File: src/rtl/decode_stage_if.sv
`default_nettype none
// ============================================================================
// Module      : decode_stage_if
// Description : Bundle of fetch-side inputs, writeback port, flush and the
//               ID/EX register outputs of the RV32i decode stage.
// Revision    : 1.0 - initial release
// ============================================================================
interface decode_stage_if;
    logic [31:0] Instr_D;
    logic [31:0] PC_D;
    logic [31:0] PC_Plus_4_D;
    logic        Flush_E;
    logic        Reg_Write_W;
    logic [4:0]  RD_W;
    logic [31:0] Result_W;

    logic [31:0] RD1_E;
    logic [31:0] RD2_E;
    logic [31:0] Imm_Ext_E;
    logic [4:0]  RS1_E;
    logic [4:0]  RS2_E;
    logic [4:0]  RD_E;
    logic [31:0] PC_E;
    logic [31:0] PC_Plus_4_E;
    logic [2:0]  Funct3_E;
    logic [3:0]  ALU_Control_E;
    logic        ALU_Src_A_E;
    logic        ALU_Src_B_E;
    logic [1:0]  Result_Src_E;
    logic        Reg_Write_E;
    logic        Mem_Write_E;
    logic        Branch_E;
    logic        Jump_E;
    logic        Valid_E;
    logic        Illegal_E;

    modport master (
        output Instr_D, PC_D, PC_Plus_4_D, Flush_E, Reg_Write_W, RD_W, Result_W,
        input  RD1_E, RD2_E, Imm_Ext_E, RS1_E, RS2_E, RD_E, PC_E, PC_Plus_4_E,
               Funct3_E, ALU_Control_E, ALU_Src_A_E, ALU_Src_B_E, Result_Src_E,
               Reg_Write_E, Mem_Write_E, Branch_E, Jump_E, Valid_E, Illegal_E
    );

    modport slave (
        input  Instr_D, PC_D, PC_Plus_4_D, Flush_E, Reg_Write_W, RD_W, Result_W,
        output RD1_E, RD2_E, Imm_Ext_E, RS1_E, RS2_E, RD_E, PC_E, PC_Plus_4_E,
               Funct3_E, ALU_Control_E, ALU_Src_A_E, ALU_Src_B_E, Result_Src_E,
               Reg_Write_E, Mem_Write_E, Branch_E, Jump_E, Valid_E, Illegal_E
    );
endinterface
`default_nettype wire

File: src/rtl/decode_stage.sv
`default_nettype none
// ============================================================================
// Module      : decode_stage
// Description : RV32i decode stage: control decode, register file with
//               write-through bypass, immediate generation, ID/EX register.
// Revision    : 1.0 - initial release
// ============================================================================
module decode_stage #(
    parameter logic [31:0] RESET_PC = 32'h0
) (
    input  wire logic     CLK,
    input  wire logic     RST,
    decode_stage_if.slave bus
);
    localparam logic [6:0] c_OP_RTYPE = 7'b0110011;
    localparam logic [6:0] c_OP_IALU  = 7'b0010011;
    localparam logic [6:0] c_OP_LOAD  = 7'b0000011;
    localparam logic [6:0] c_OP_STORE = 7'b0100011;
    localparam logic [6:0] c_OP_BRAN  = 7'b1100011;
    localparam logic [6:0] c_OP_JAL   = 7'b1101111;
    localparam logic [6:0] c_OP_JALR  = 7'b1100111;
    localparam logic [6:0] c_OP_LUI   = 7'b0110111;
    localparam logic [6:0] c_OP_AUIPC = 7'b0010111;

    localparam logic [3:0] c_ALU_ADD   = 4'd0;
    localparam logic [3:0] c_ALU_SUB   = 4'd1;
    localparam logic [3:0] c_ALU_SLL   = 4'd2;
    localparam logic [3:0] c_ALU_SLT   = 4'd3;
    localparam logic [3:0] c_ALU_SLTU  = 4'd4;
    localparam logic [3:0] c_ALU_XOR   = 4'd5;
    localparam logic [3:0] c_ALU_SRL   = 4'd6;
    localparam logic [3:0] c_ALU_SRA   = 4'd7;
    localparam logic [3:0] c_ALU_OR    = 4'd8;
    localparam logic [3:0] c_ALU_AND   = 4'd9;
    localparam logic [3:0] c_ALU_PASSB = 4'd10;

    logic [31:0] r_regs [32];

    logic [31:0] w_instr;
    logic [6:0]  w_opcode;
    logic [2:0]  w_funct3;
    logic        w_alt;
    logic [4:0]  w_rs1, w_rs2, w_rd;
    logic        w_wb_en;
    logic [31:0] w_rd1, w_rd2;
    logic [3:0]  w_alu_base;
    logic [3:0]  w_alu;
    logic        w_src_a, w_src_b;
    logic [1:0]  w_res_src;
    logic        w_reg_write, w_mem_write, w_branch, w_jump, w_illegal;
    logic [31:0] w_imm;
    logic [31:0] w_imm_i, w_imm_s, w_imm_b, w_imm_j, w_imm_u;

    assign w_instr  = bus.Instr_D;
    assign w_opcode = w_instr[6:0];
    assign w_funct3 = w_instr[14:12];
    assign w_alt    = w_instr[30];
    assign w_rs1    = w_instr[19:15];
    assign w_rs2    = w_instr[24:20];
    assign w_rd     = w_instr[11:7];

    // Same-cycle writeback is forwarded so W and D may overlap without a stall
    assign w_wb_en = bus.Reg_Write_W && (bus.RD_W != 5'd0);
    assign w_rd1   = (w_rs1 == 5'd0) ? 32'h0 :
                     (w_wb_en && bus.RD_W == w_rs1) ? bus.Result_W : r_regs[w_rs1];
    assign w_rd2   = (w_rs2 == 5'd0) ? 32'h0 :
                     (w_wb_en && bus.RD_W == w_rs2) ? bus.Result_W : r_regs[w_rs2];

    assign w_imm_i = {{20{w_instr[31]}}, w_instr[31:20]};
    assign w_imm_s = {{20{w_instr[31]}}, w_instr[31:25], w_instr[11:7]};
    assign w_imm_b = {{20{w_instr[31]}}, w_instr[7], w_instr[30:25], w_instr[11:8], 1'b0};
    assign w_imm_j = {{12{w_instr[31]}}, w_instr[19:12], w_instr[20], w_instr[30:21], 1'b0};
    assign w_imm_u = {w_instr[31:12], 12'h0};

    // Shared funct3 table; only SRA/SRAI picks up funct7[5] here, SUB is R-type only
    always_comb begin
        w_alu_base = c_ALU_ADD;
        case (w_funct3)
            3'b000:  w_alu_base = c_ALU_ADD;
            3'b001:  w_alu_base = c_ALU_SLL;
            3'b010:  w_alu_base = c_ALU_SLT;
            3'b011:  w_alu_base = c_ALU_SLTU;
            3'b100:  w_alu_base = c_ALU_XOR;
            3'b101:  w_alu_base = w_alt ? c_ALU_SRA : c_ALU_SRL;
            3'b110:  w_alu_base = c_ALU_OR;
            default: w_alu_base = c_ALU_AND;
        endcase
    end

    always_comb begin
        w_alu       = c_ALU_ADD;
        w_src_a     = 1'b0;
        w_src_b     = 1'b0;
        w_res_src   = 2'b00;
        w_reg_write = 1'b0;
        w_mem_write = 1'b0;
        w_branch    = 1'b0;
        w_jump      = 1'b0;
        w_illegal   = 1'b0;
        w_imm       = 32'h0;
        case (w_opcode)
            c_OP_RTYPE: begin
                w_alu       = (w_funct3 == 3'b000 && w_alt) ? c_ALU_SUB : w_alu_base;
                w_reg_write = 1'b1;
            end
            c_OP_IALU: begin
                w_alu       = w_alu_base;
                w_src_b     = 1'b1;
                w_reg_write = 1'b1;
                w_imm       = (w_funct3 == 3'b001 || w_funct3 == 3'b101) ?
                              {27'h0, w_instr[24:20]} : w_imm_i;
            end
            c_OP_LOAD: begin
                w_src_b     = 1'b1;
                w_res_src   = 2'b01;
                w_reg_write = 1'b1;
                w_imm       = w_imm_i;
            end
            c_OP_STORE: begin
                w_src_b     = 1'b1;
                w_mem_write = 1'b1;
                w_imm       = w_imm_s;
            end
            c_OP_BRAN: begin
                w_alu    = c_ALU_SUB;
                w_branch = 1'b1;
                w_imm    = w_imm_b;
            end
            c_OP_JAL: begin
                w_jump      = 1'b1;
                w_src_a     = 1'b1;
                w_src_b     = 1'b1;
                w_res_src   = 2'b10;
                w_reg_write = 1'b1;
                w_imm       = w_imm_j;
            end
            c_OP_JALR: begin
                w_jump      = 1'b1;
                w_src_b     = 1'b1;
                w_res_src   = 2'b10;
                w_reg_write = 1'b1;
                w_imm       = w_imm_i;
            end
            c_OP_LUI: begin
                w_alu       = c_ALU_PASSB;
                w_src_b     = 1'b1;
                w_reg_write = 1'b1;
                w_imm       = w_imm_u;
            end
            c_OP_AUIPC: begin
                w_src_a     = 1'b1;
                w_src_b     = 1'b1;
                w_reg_write = 1'b1;
                w_imm       = w_imm_u;
            end
            default: w_illegal = 1'b1;
        endcase
    end

    always_ff @(posedge CLK) begin
        if (RST) begin
            for (int i = 0; i < 32; i++) r_regs[i] <= 32'h0;
        end else if (w_wb_en) begin
            r_regs[bus.RD_W] <= bus.Result_W;
        end
    end

    // A bubble reuses the reset image of the ID/EX register
    always_ff @(posedge CLK) begin
        if (RST || bus.Flush_E) begin
            bus.RD1_E         <= 32'h0;
            bus.RD2_E         <= 32'h0;
            bus.Imm_Ext_E     <= 32'h0;
            bus.RS1_E         <= 5'd0;
            bus.RS2_E         <= 5'd0;
            bus.RD_E          <= 5'd0;
            bus.PC_E          <= RESET_PC;
            bus.PC_Plus_4_E   <= RESET_PC + 32'd4;
            bus.Funct3_E      <= 3'd0;
            bus.ALU_Control_E <= c_ALU_ADD;
            bus.ALU_Src_A_E   <= 1'b0;
            bus.ALU_Src_B_E   <= 1'b0;
            bus.Result_Src_E  <= 2'b00;
            bus.Reg_Write_E   <= 1'b0;
            bus.Mem_Write_E   <= 1'b0;
            bus.Branch_E      <= 1'b0;
            bus.Jump_E        <= 1'b0;
            bus.Valid_E       <= 1'b0;
            bus.Illegal_E     <= 1'b0;
        end else begin
            bus.RD1_E         <= w_rd1;
            bus.RD2_E         <= w_rd2;
            bus.Imm_Ext_E     <= w_imm;
            bus.RS1_E         <= w_rs1;
            bus.RS2_E         <= w_rs2;
            bus.RD_E          <= w_rd;
            bus.PC_E          <= bus.PC_D;
            bus.PC_Plus_4_E   <= bus.PC_Plus_4_D;
            bus.Funct3_E      <= w_funct3;
            bus.ALU_Control_E <= w_alu;
            bus.ALU_Src_A_E   <= w_src_a;
            bus.ALU_Src_B_E   <= w_src_b;
            bus.Result_Src_E  <= w_res_src;
            bus.Reg_Write_E   <= w_reg_write && (w_rd != 5'd0);
            bus.Mem_Write_E   <= w_mem_write;
            bus.Branch_E      <= w_branch;
            bus.Jump_E        <= w_jump;
            bus.Valid_E       <= 1'b1;
            bus.Illegal_E     <= w_illegal;
        end
    end
endmodule
`default_nettype wire

File: src/flat_wrapper.sv
// flat-port wrapper written by rule: the top's interface ports become plain ports
module decode_stage_flat 
#(
    parameter logic [31:0] RESET_PC = 32'h0
)
  (CLK, RST, bus_Instr_D, bus_PC_D, bus_PC_Plus_4_D, bus_Flush_E, bus_Reg_Write_W, bus_RD_W, bus_Result_W, bus_RD1_E, bus_RD2_E, bus_Imm_Ext_E, bus_RS1_E, bus_RS2_E, bus_RD_E, bus_PC_E, bus_PC_Plus_4_E, bus_Funct3_E, bus_ALU_Control_E, bus_ALU_Src_A_E, bus_ALU_Src_B_E, bus_Result_Src_E, bus_Reg_Write_E, bus_Mem_Write_E, bus_Branch_E, bus_Jump_E, bus_Valid_E, bus_Illegal_E);
  decode_stage_if bus_i ();
  input  wire logic CLK;
  input  wire logic RST;
  input wire logic [$bits(bus_i.Instr_D)-1:0] bus_Instr_D;
  input wire logic [$bits(bus_i.PC_D)-1:0] bus_PC_D;
  input wire logic [$bits(bus_i.PC_Plus_4_D)-1:0] bus_PC_Plus_4_D;
  input wire logic [$bits(bus_i.Flush_E)-1:0] bus_Flush_E;
  input wire logic [$bits(bus_i.Reg_Write_W)-1:0] bus_Reg_Write_W;
  input wire logic [$bits(bus_i.RD_W)-1:0] bus_RD_W;
  input wire logic [$bits(bus_i.Result_W)-1:0] bus_Result_W;
  output wire logic [$bits(bus_i.RD1_E)-1:0] bus_RD1_E;
  output wire logic [$bits(bus_i.RD2_E)-1:0] bus_RD2_E;
  output wire logic [$bits(bus_i.Imm_Ext_E)-1:0] bus_Imm_Ext_E;
  output wire logic [$bits(bus_i.RS1_E)-1:0] bus_RS1_E;
  output wire logic [$bits(bus_i.RS2_E)-1:0] bus_RS2_E;
  output wire logic [$bits(bus_i.RD_E)-1:0] bus_RD_E;
  output wire logic [$bits(bus_i.PC_E)-1:0] bus_PC_E;
  output wire logic [$bits(bus_i.PC_Plus_4_E)-1:0] bus_PC_Plus_4_E;
  output wire logic [$bits(bus_i.Funct3_E)-1:0] bus_Funct3_E;
  output wire logic [$bits(bus_i.ALU_Control_E)-1:0] bus_ALU_Control_E;
  output wire logic [$bits(bus_i.ALU_Src_A_E)-1:0] bus_ALU_Src_A_E;
  output wire logic [$bits(bus_i.ALU_Src_B_E)-1:0] bus_ALU_Src_B_E;
  output wire logic [$bits(bus_i.Result_Src_E)-1:0] bus_Result_Src_E;
  output wire logic [$bits(bus_i.Reg_Write_E)-1:0] bus_Reg_Write_E;
  output wire logic [$bits(bus_i.Mem_Write_E)-1:0] bus_Mem_Write_E;
  output wire logic [$bits(bus_i.Branch_E)-1:0] bus_Branch_E;
  output wire logic [$bits(bus_i.Jump_E)-1:0] bus_Jump_E;
  output wire logic [$bits(bus_i.Valid_E)-1:0] bus_Valid_E;
  output wire logic [$bits(bus_i.Illegal_E)-1:0] bus_Illegal_E;
  assign bus_i.Instr_D = bus_Instr_D;
  assign bus_i.PC_D = bus_PC_D;
  assign bus_i.PC_Plus_4_D = bus_PC_Plus_4_D;
  assign bus_i.Flush_E = bus_Flush_E;
  assign bus_i.Reg_Write_W = bus_Reg_Write_W;
  assign bus_i.RD_W = bus_RD_W;
  assign bus_i.Result_W = bus_Result_W;
  assign bus_RD1_E = bus_i.RD1_E;
  assign bus_RD2_E = bus_i.RD2_E;
  assign bus_Imm_Ext_E = bus_i.Imm_Ext_E;
  assign bus_RS1_E = bus_i.RS1_E;
  assign bus_RS2_E = bus_i.RS2_E;
  assign bus_RD_E = bus_i.RD_E;
  assign bus_PC_E = bus_i.PC_E;
  assign bus_PC_Plus_4_E = bus_i.PC_Plus_4_E;
  assign bus_Funct3_E = bus_i.Funct3_E;
  assign bus_ALU_Control_E = bus_i.ALU_Control_E;
  assign bus_ALU_Src_A_E = bus_i.ALU_Src_A_E;
  assign bus_ALU_Src_B_E = bus_i.ALU_Src_B_E;
  assign bus_Result_Src_E = bus_i.Result_Src_E;
  assign bus_Reg_Write_E = bus_i.Reg_Write_E;
  assign bus_Mem_Write_E = bus_i.Mem_Write_E;
  assign bus_Branch_E = bus_i.Branch_E;
  assign bus_Jump_E = bus_i.Jump_E;
  assign bus_Valid_E = bus_i.Valid_E;
  assign bus_Illegal_E = bus_i.Illegal_E;
  decode_stage #(.RESET_PC(RESET_PC)) u_core (.CLK(CLK), .RST(RST), .bus(bus_i));
endmodule
File: config.mk
export PLATFORM = sky130hd
export DESIGN_NAME = decode_stage_flat
export DESIGN_NICKNAME = d
export VERILOG_FILES = /design/src/rtl/decode_stage_if.sv /design/src/rtl/decode_stage.sv /design/src/flat_wrapper.sv
export SDC_FILE = /design/constraint.sdc
export NUM_CORES = 2
export LEC_CHECK = 0
export BUFFER_PORTS_ARGS = -buffer_cell sky130_fd_sc_hd__buf_2
export CAP_MARGIN = 20
export CORE_MARGIN = 2
export CORE_UTILIZATION = 40
export CTS_CLUSTER_SIZE = 30
export DETAILED_ROUTE_END_ITERATION = 7
export PLACE_DENSITY = 0.62
export RECOVER_POWER = 50
export SLEW_MARGIN = 20
export SYNTH_ARGS = -nofsm -noshare
export SYNTH_HDL_FRONTEND = slang
export SYNTH_SLANG_ARGS = --single-unit
File: constraint.sdc
create_clock -name CLK -period 2.2 [get_ports CLK]
set_input_delay 0.11 -clock CLK [delete_from_list [all_inputs] [get_ports CLK]]
set_output_delay 0.11 -clock CLK [all_outputs]
set_load 0.05 [all_outputs]
# --- Word-level counts from Yosys, hierarchy flattened ---
# Memory sizes are Yosys's and may differ from the RTL's. A register that Yosys moved wholly into a read port is not among the register bits.
# Index checks and enable logic that the tools add are counted.
totals:
  output_inout_bits: 192
  register_bits: 128
  mem_bits_rw: 1024
  wordCells: 76
  mem_count: 1
op_classes:
  eq_ne: 15
  n_mux: 23
  n_reduce_logical: 20
memory_table:
  columns: ["name", "words", "word_bits", "rd", "rd_ports_with_merged_regs", "write_ports", "line_no", "source"]
  rows:
  - ["u_core.r_regs", 32, 32, 2, 2, 32, "decode_stage.sv:37", "logic [31:0] r_regs [32];"]
ops:
  columns: ["operator", "count"]
  rows:
  - ["$pmux 32 s6", 1]
  - ["$mux 32", 2]
  - ["$reduce_or 32->1", 1]
  - ["$pmux 4 s7", 1]
  - ["$eq 7x6->1 const B", 3]
  - ["$eq 7x7->1 const B", 3]
  - ["$pmux 4 s4", 1]
  - ["$mux 1", 15]
  - ["$eq 7x5->1 const B", 2]
  - ["$reduce_or 7->1", 2]
  - ["$reduce_or 2->1", 6]
  - ["$logic_not 5->1", 2]
  - ["$reduce_bool 5->1", 2]
  - ["$eq 3x3->1 const B", 3]
  - ["$reduce_or 9->1", 1]
  - ["$eq 7x2->1 const B", 1]
  - ["$eq 3x2->1 const B", 2]
  - ["$mux 5", 1]
  - ["$mux 4", 1]
  - ["$pmux 2 s2", 1]
  - ["$eq 3x1->1 const B", 1]
  - ["$logic_and 1x1->1", 3]
  - ["$logic_not 3->1", 1]
  - ["$logic_or 1x1->1", 2]

# --- Depth between registers and ports, before layout ---
logic_depth:
  ltp_word: 7
  depth_mapped: 10
  depth_no_buf: 5

# --- Worst setup path before layout ---
# No wires, ideal clock.
synth_timing:
  kind: "input-to-reg"
  start: "input bus_RD_W[1]"
  end: "memory u_core.r_regs[24][0] (enable)"
  required_time_ps: 1825
  path_slack_ps: 176
  arrival_ps: 1650
  setup_time_ps: 375
  n_path_buf: 2
  path_stages: 5
  path_cell_list: "clkbuf_1 or4_1 buf_2 nor2_1 or2_2"
synth_lines:
  columns: ["item", "line_no", "source"]
  rows:
  - ["from (decl)", "flat_wrapper.sv:15", "input wire logic [$bits(bus_i.RD_W)-1:0] bus_RD_W;"]
  - ["to (decl)", "decode_stage.sv:37", null]

==> results.md <==
Final layout:
- The count of nets after finishing is 4840.
- The finished layout holds 6751 standard cells, fillers aside.
- In the final layout, the share of cells above drive strength 1 is 0.288.
- From synthesis to final layout, the design area changed by 20.9%.

GRT:
- For this run, the total global-route usage over all layers was measured as 0.271.
- The initial antenna violation count is 9.
- Summed over all layers, the global routing overflow is 0.
- The via count of the first global-routing pass came to 40.4k.
- The first global-routing pass estimated around 290 mm of wire.
- The largest net degree at the start of global routing is 46.

Timing:
- In the finished design, the share of the clock period the worst path needs comes to 1.00.
- For this run, the top clock speed supported by timing is ~450 MHz.
- The worst slew margin relative to its limit is 0.207.
- Once routing completed, OpenROAD measured the worst setup slack at -4.57 ps.
- The slew at the pin closest to its max-slew limit is between 1000 and 1500 ps.
- The count of pins over their slew limit is 0.
- The total count of hold-check failures in the final report came to 0.
- The clock skew is 23.9 ps.
- Setup violations remaining at the end of the flow were counted as 4.
- Adding up every negative setup slack in the final design gives -17.3 ps.
- For the finished layout, the period the worst path requires is 2200 ps.
- Setup repair after global routing left no endpoint under its margin.

Drt:
- The total iterations of the first detailed-routing run is 5.
- In the detailed route, the total length drawn on met3 is between 15 and 20 mm.
- The routed via count is ~40k.
- For this block, the initial DRC count from the detailed router was between 4k and 5k.
- The count of nets left with antenna violations once routing finished came out at 0.
- The final routed DRC violation total is 0.
- The uppermost layer routed is met5.
- The routed design uses roughly 99 mm of met2 wire.
- Dividing the detail-routed wire length by the instance count gives 31.0 µm.
- After detailed routing, the number of vias per cell comes to slightly below 6.
- After detailed routing, the total wire length is between 200 and 250 mm.
- The detailed router put a total of between 70 and 80 mm of wire on met1.

Yosys:
- Counting every instance in the synthesized netlist gives ~4.0k.
- The number of flops mapped to enable cells by yosys is ~1k.
- For this run, the register share of the synthesized area comes to 0.580.
- For this run, the leading register cell type out of synthesis is sky130_fd_sc_hd__edfxtp_1.
- The fraction of registers with async set or reset after synthesis is 0.
- The count of warnings emitted by yosys is 0.
- Summing every instance area after synthesis gives between 50000 and 60000 µm².
- The number of distinct standard cells referenced by the synthesized netlist is between 60 and 70.
- In this run, synthesis produced a sequential element count of around 1.2k.
- The post-synthesis average cell area is approximately 15 µm².

Worst setup path:
- The worst setup path is captured at a register.
- The highest-delay cell along the critical path is sky130_fd_sc_hd__clkbuf_1.
- Measured in cells, the most critical reg-to-reg path has a length of 6.
- The signal on the critical path passes through clkbuf_1 -> nor3_1 -> or4_1 -> clkbuf_1 -> nor2_1 -> or2_2 -> buf_6.
- The worst setup path startpoint is bus_RD_W[2].
- On the worst path, the slowest cell contributes a delay of 640 ps.
- Among the stages of the critical path, the cell type that occurs most often is sky130_fd_sc_hd__clkbuf_1.
- Data on the critical path is required at its endpoint by between 2000 and 3000 ps.
- The launching element type of the critical path is a primary input.
- The critical path is of the in -> reg type.
- The startpoint of the worst register-to-register path is u_core.r_regs[12][4].
- The data arrival time of the critical path is between 2000 and 3000 ps.
- The maximum fanout count along the critical path is 23.

Placement:
- In this run the tool buffered the top-level ports with about 330 buffer cells.
- The placer's final routability congestion estimate is just over 0.9.
- The minimum setup slack after placement is -282 ps.
- The post-placement cell count is 6370.
- The sum of net half-perimeters after detailed placement is ~140 mm.

Floorplan:
- The initial utilization of the core area, before any placement, comes to 0.403.
- about 330 I/O pins were placed.
- The width of the die is 390 µm.
- The core box area is 148000 µm².
- The height of the die is around 400 µm.
- The initialized floorplan defines 141 standard-cell rows.
- The die covers around 150000 µm².

Clocking:
- The library cell used as clock root buffer is sky130_fd_sc_hd__clkbuf_16.
- At the later pin of the worst-skew pair, clock insertion delay measures 790 ps.
- The number of sinks driven by the clock tree is between 1k and 1.5k.
- The clock input transition at the sequential cells of the worst setup and hold paths is roughly 60 ps.
- The depth of the CTS H-tree is 4.
- The TritonCTS clock tree is built.
- The clock passes through at most 3 buffers.
- The number of clock buffers added by TritonCTS is 131.

Pwr:
- The leakage power is ~0.026 µW.
- Power spread over the standard cell area amounts to 782 nW/µm².
- The completed layout was analyzed and its total power is ~56000 µW.
- The peak supply drop is between 0.8 and 0.9 mV.

Flow run:
- The max-capacitance violation count is 0.

Status:
- The checks that failed: negative setup slack.
- The run finished, with violations left.

Hold path:
- The startpoint identified for the worst hold timing path is bus_PC_Plus_4_D[16].
- The worst hold path belongs to the class in -> reg.
- The cell count of the worst hold path is 3.
-- state kept, by name, summed over array words and instances (netlist names) --
signal	cells
u_core.bus.RD1_E	32
u_core.bus.RS1_E	5
u_core.bus.Mem_Write_E	1
u_core.r_regs	1024
u_core.bus.PC_E	32
u_core.bus.Jump_E	1
u_core.bus.Valid_E	1
u_core.bus.ALU_Src_B_E	1
u_core.bus.RD_E	5
u_core.bus.ALU_Control_E	4
u_core.bus.Result_Src_E	2
u_core.bus.ALU_Src_A_E	1
u_core.bus.Funct3_E	3
u_core.bus.RS2_E	5
u_core.bus.Illegal_E	1
u_core.bus.RD2_E	32
u_core.bus.PC_Plus_4_E	32
u_core.bus.Imm_Ext_E	32
u_core.bus.Branch_E	1
u_core.bus.Reg_Write_E	1
-- routing by layer --
layer,track usage,vias to the layer above
li1,-,16656
met1,0.342,20676
met2,0.436,2353
met3,0.0499,488
met4,0.164,2
met5,0,-
-- worst max-delay path: cells and delay by family --
family	cells	cell delay, ps
buf+inv	3	1340
simple gates	4	1150
-- layout by cell type, fill, tap and decap left out, types with 36 or more instances in the layout --
| cell | n |
|---|---|
| sky130_fd_sc_hd__and2_0 | 186 |
| sky130_fd_sc_hd__clkbuf_16 | 136 |
| sky130_fd_sc_hd__nand2_1 | 78 |
| sky130_fd_sc_hd__clkbuf_2 | 36 |
| sky130_fd_sc_hd__buf_4 | 323 |
| sky130_fd_sc_hd__dlygate4sd3_1 | 130 |
| sky130_fd_sc_hd__buf_2 | 146 |
| sky130_fd_sc_hd__and2_1 | 891 |
| sky130_fd_sc_hd__o22ai_1 | 146 |
| sky130_fd_sc_hd__edfxtp_1 | 1024 |
| sky130_fd_sc_hd__mux4_2 | 496 |
| sky130_fd_sc_hd__nor3_1 | 51 |
| sky130_fd_sc_hd__buf_12 | 90 |
| sky130_fd_sc_hd__mux2i_1 | 63 |
| sky130_fd_sc_hd__clkbuf_1 | 214 |
| sky130_fd_sc_hd__nor2_1 | 68 |
| sky130_fd_sc_hd__dfxtp_1 | 192 |
-- per-stage QoR --
| stage | cell area (µm²) | hold WS (ps) | util |
|---|---|---|---|
| 2_1_floorplan | 59700 | 209 | - |
| 5_1_grt | 72000 | 69.3 | 0.487 |
| 6_report | 72000 | 78.6 | 0.487 |
| 3_5_place_dp | 67100 | 299 | 0.454 |
| 3_3_place_gp | 67100 | 303 | 0.454 |
| 4_1_cts | 72800 | 12.2 | 0.492 |
-- cells by family after synthesis --
group	Yosys count	synth area share
other	1	0.0000629
flip-flops	1216	0.580
buffers and inverters	410	0.0322
AO/OA/AOI/OAI	341	0.0405
AND/OR/NAND/NOR	1458	0.146
XOR/XNOR	10	0.00147
multiplexers	569	0.200
-- Yosys cell counts (all sizes together), types with 36 or more instances --
library cell	n	share of area
buf	143	0.015
mux4	496	0.19
nor3	51	0.0043
o22ai	146	0.015
clkbuf	262	0.016
nor2	89	0.0058
nor2b	36	0.0038
and2	1077	0.11
nand2	78	0.0049
dfxtp	192	0.064
mux2i	63	0.011
edfxtp	1024	0.52
-- path summary, 6_finish.rpt --
path	endpoint	slack, ps
hold / removal	u_core.bus.PC_Plus_4_E[16]	80
hold reg to reg	u_core.bus.RD1_E[30]	860
setup reg to reg	u_core.bus.RD2_E[4]	160
setup / recovery	u_core.r_regs[20][10]	-5
-- layout make-up --
| type | instances | area, µm² |
|---|---|---|
| Timing Repair Buffer | 939 | 7360 |
| Antenna cell | 10 | 25.0 |
| Inverter | 5 | 18.8 |
| Fill cell | 12664 | 75800 |
| Clock buffer | 165 | 3610 |
| Sequential cell | 1216 | 34600 |
| Clock inverter | 76 | 738 |
| Multi-Input combinational cell | 2410 | 23300 |
| Tap cell | 1930 | 2410 |
-- timing repair --
item                                    CTS  global route
setup buffers                             0             0
hold buffers                            130             0
hold endpoints to repair                512             0
gates resized for setup                   0             1
endpoints found under the setup margin    0             5
-- report_power, final --
| group | total (µW) | switching, µW | leakage, µW | internal (µW) |
|---|---|---|---|---|
| logic | 6890 | 3890 | 0.0121 | 3000 |
| clock network | 22600 | 9580 | 0.00215 | 13000 |
| registers | 26900 | 718 | 0.0113 | 26200 |
| total | 56400 | 14200 | 0.0255 | 42200 |
(Power assumes the default switching activity.)
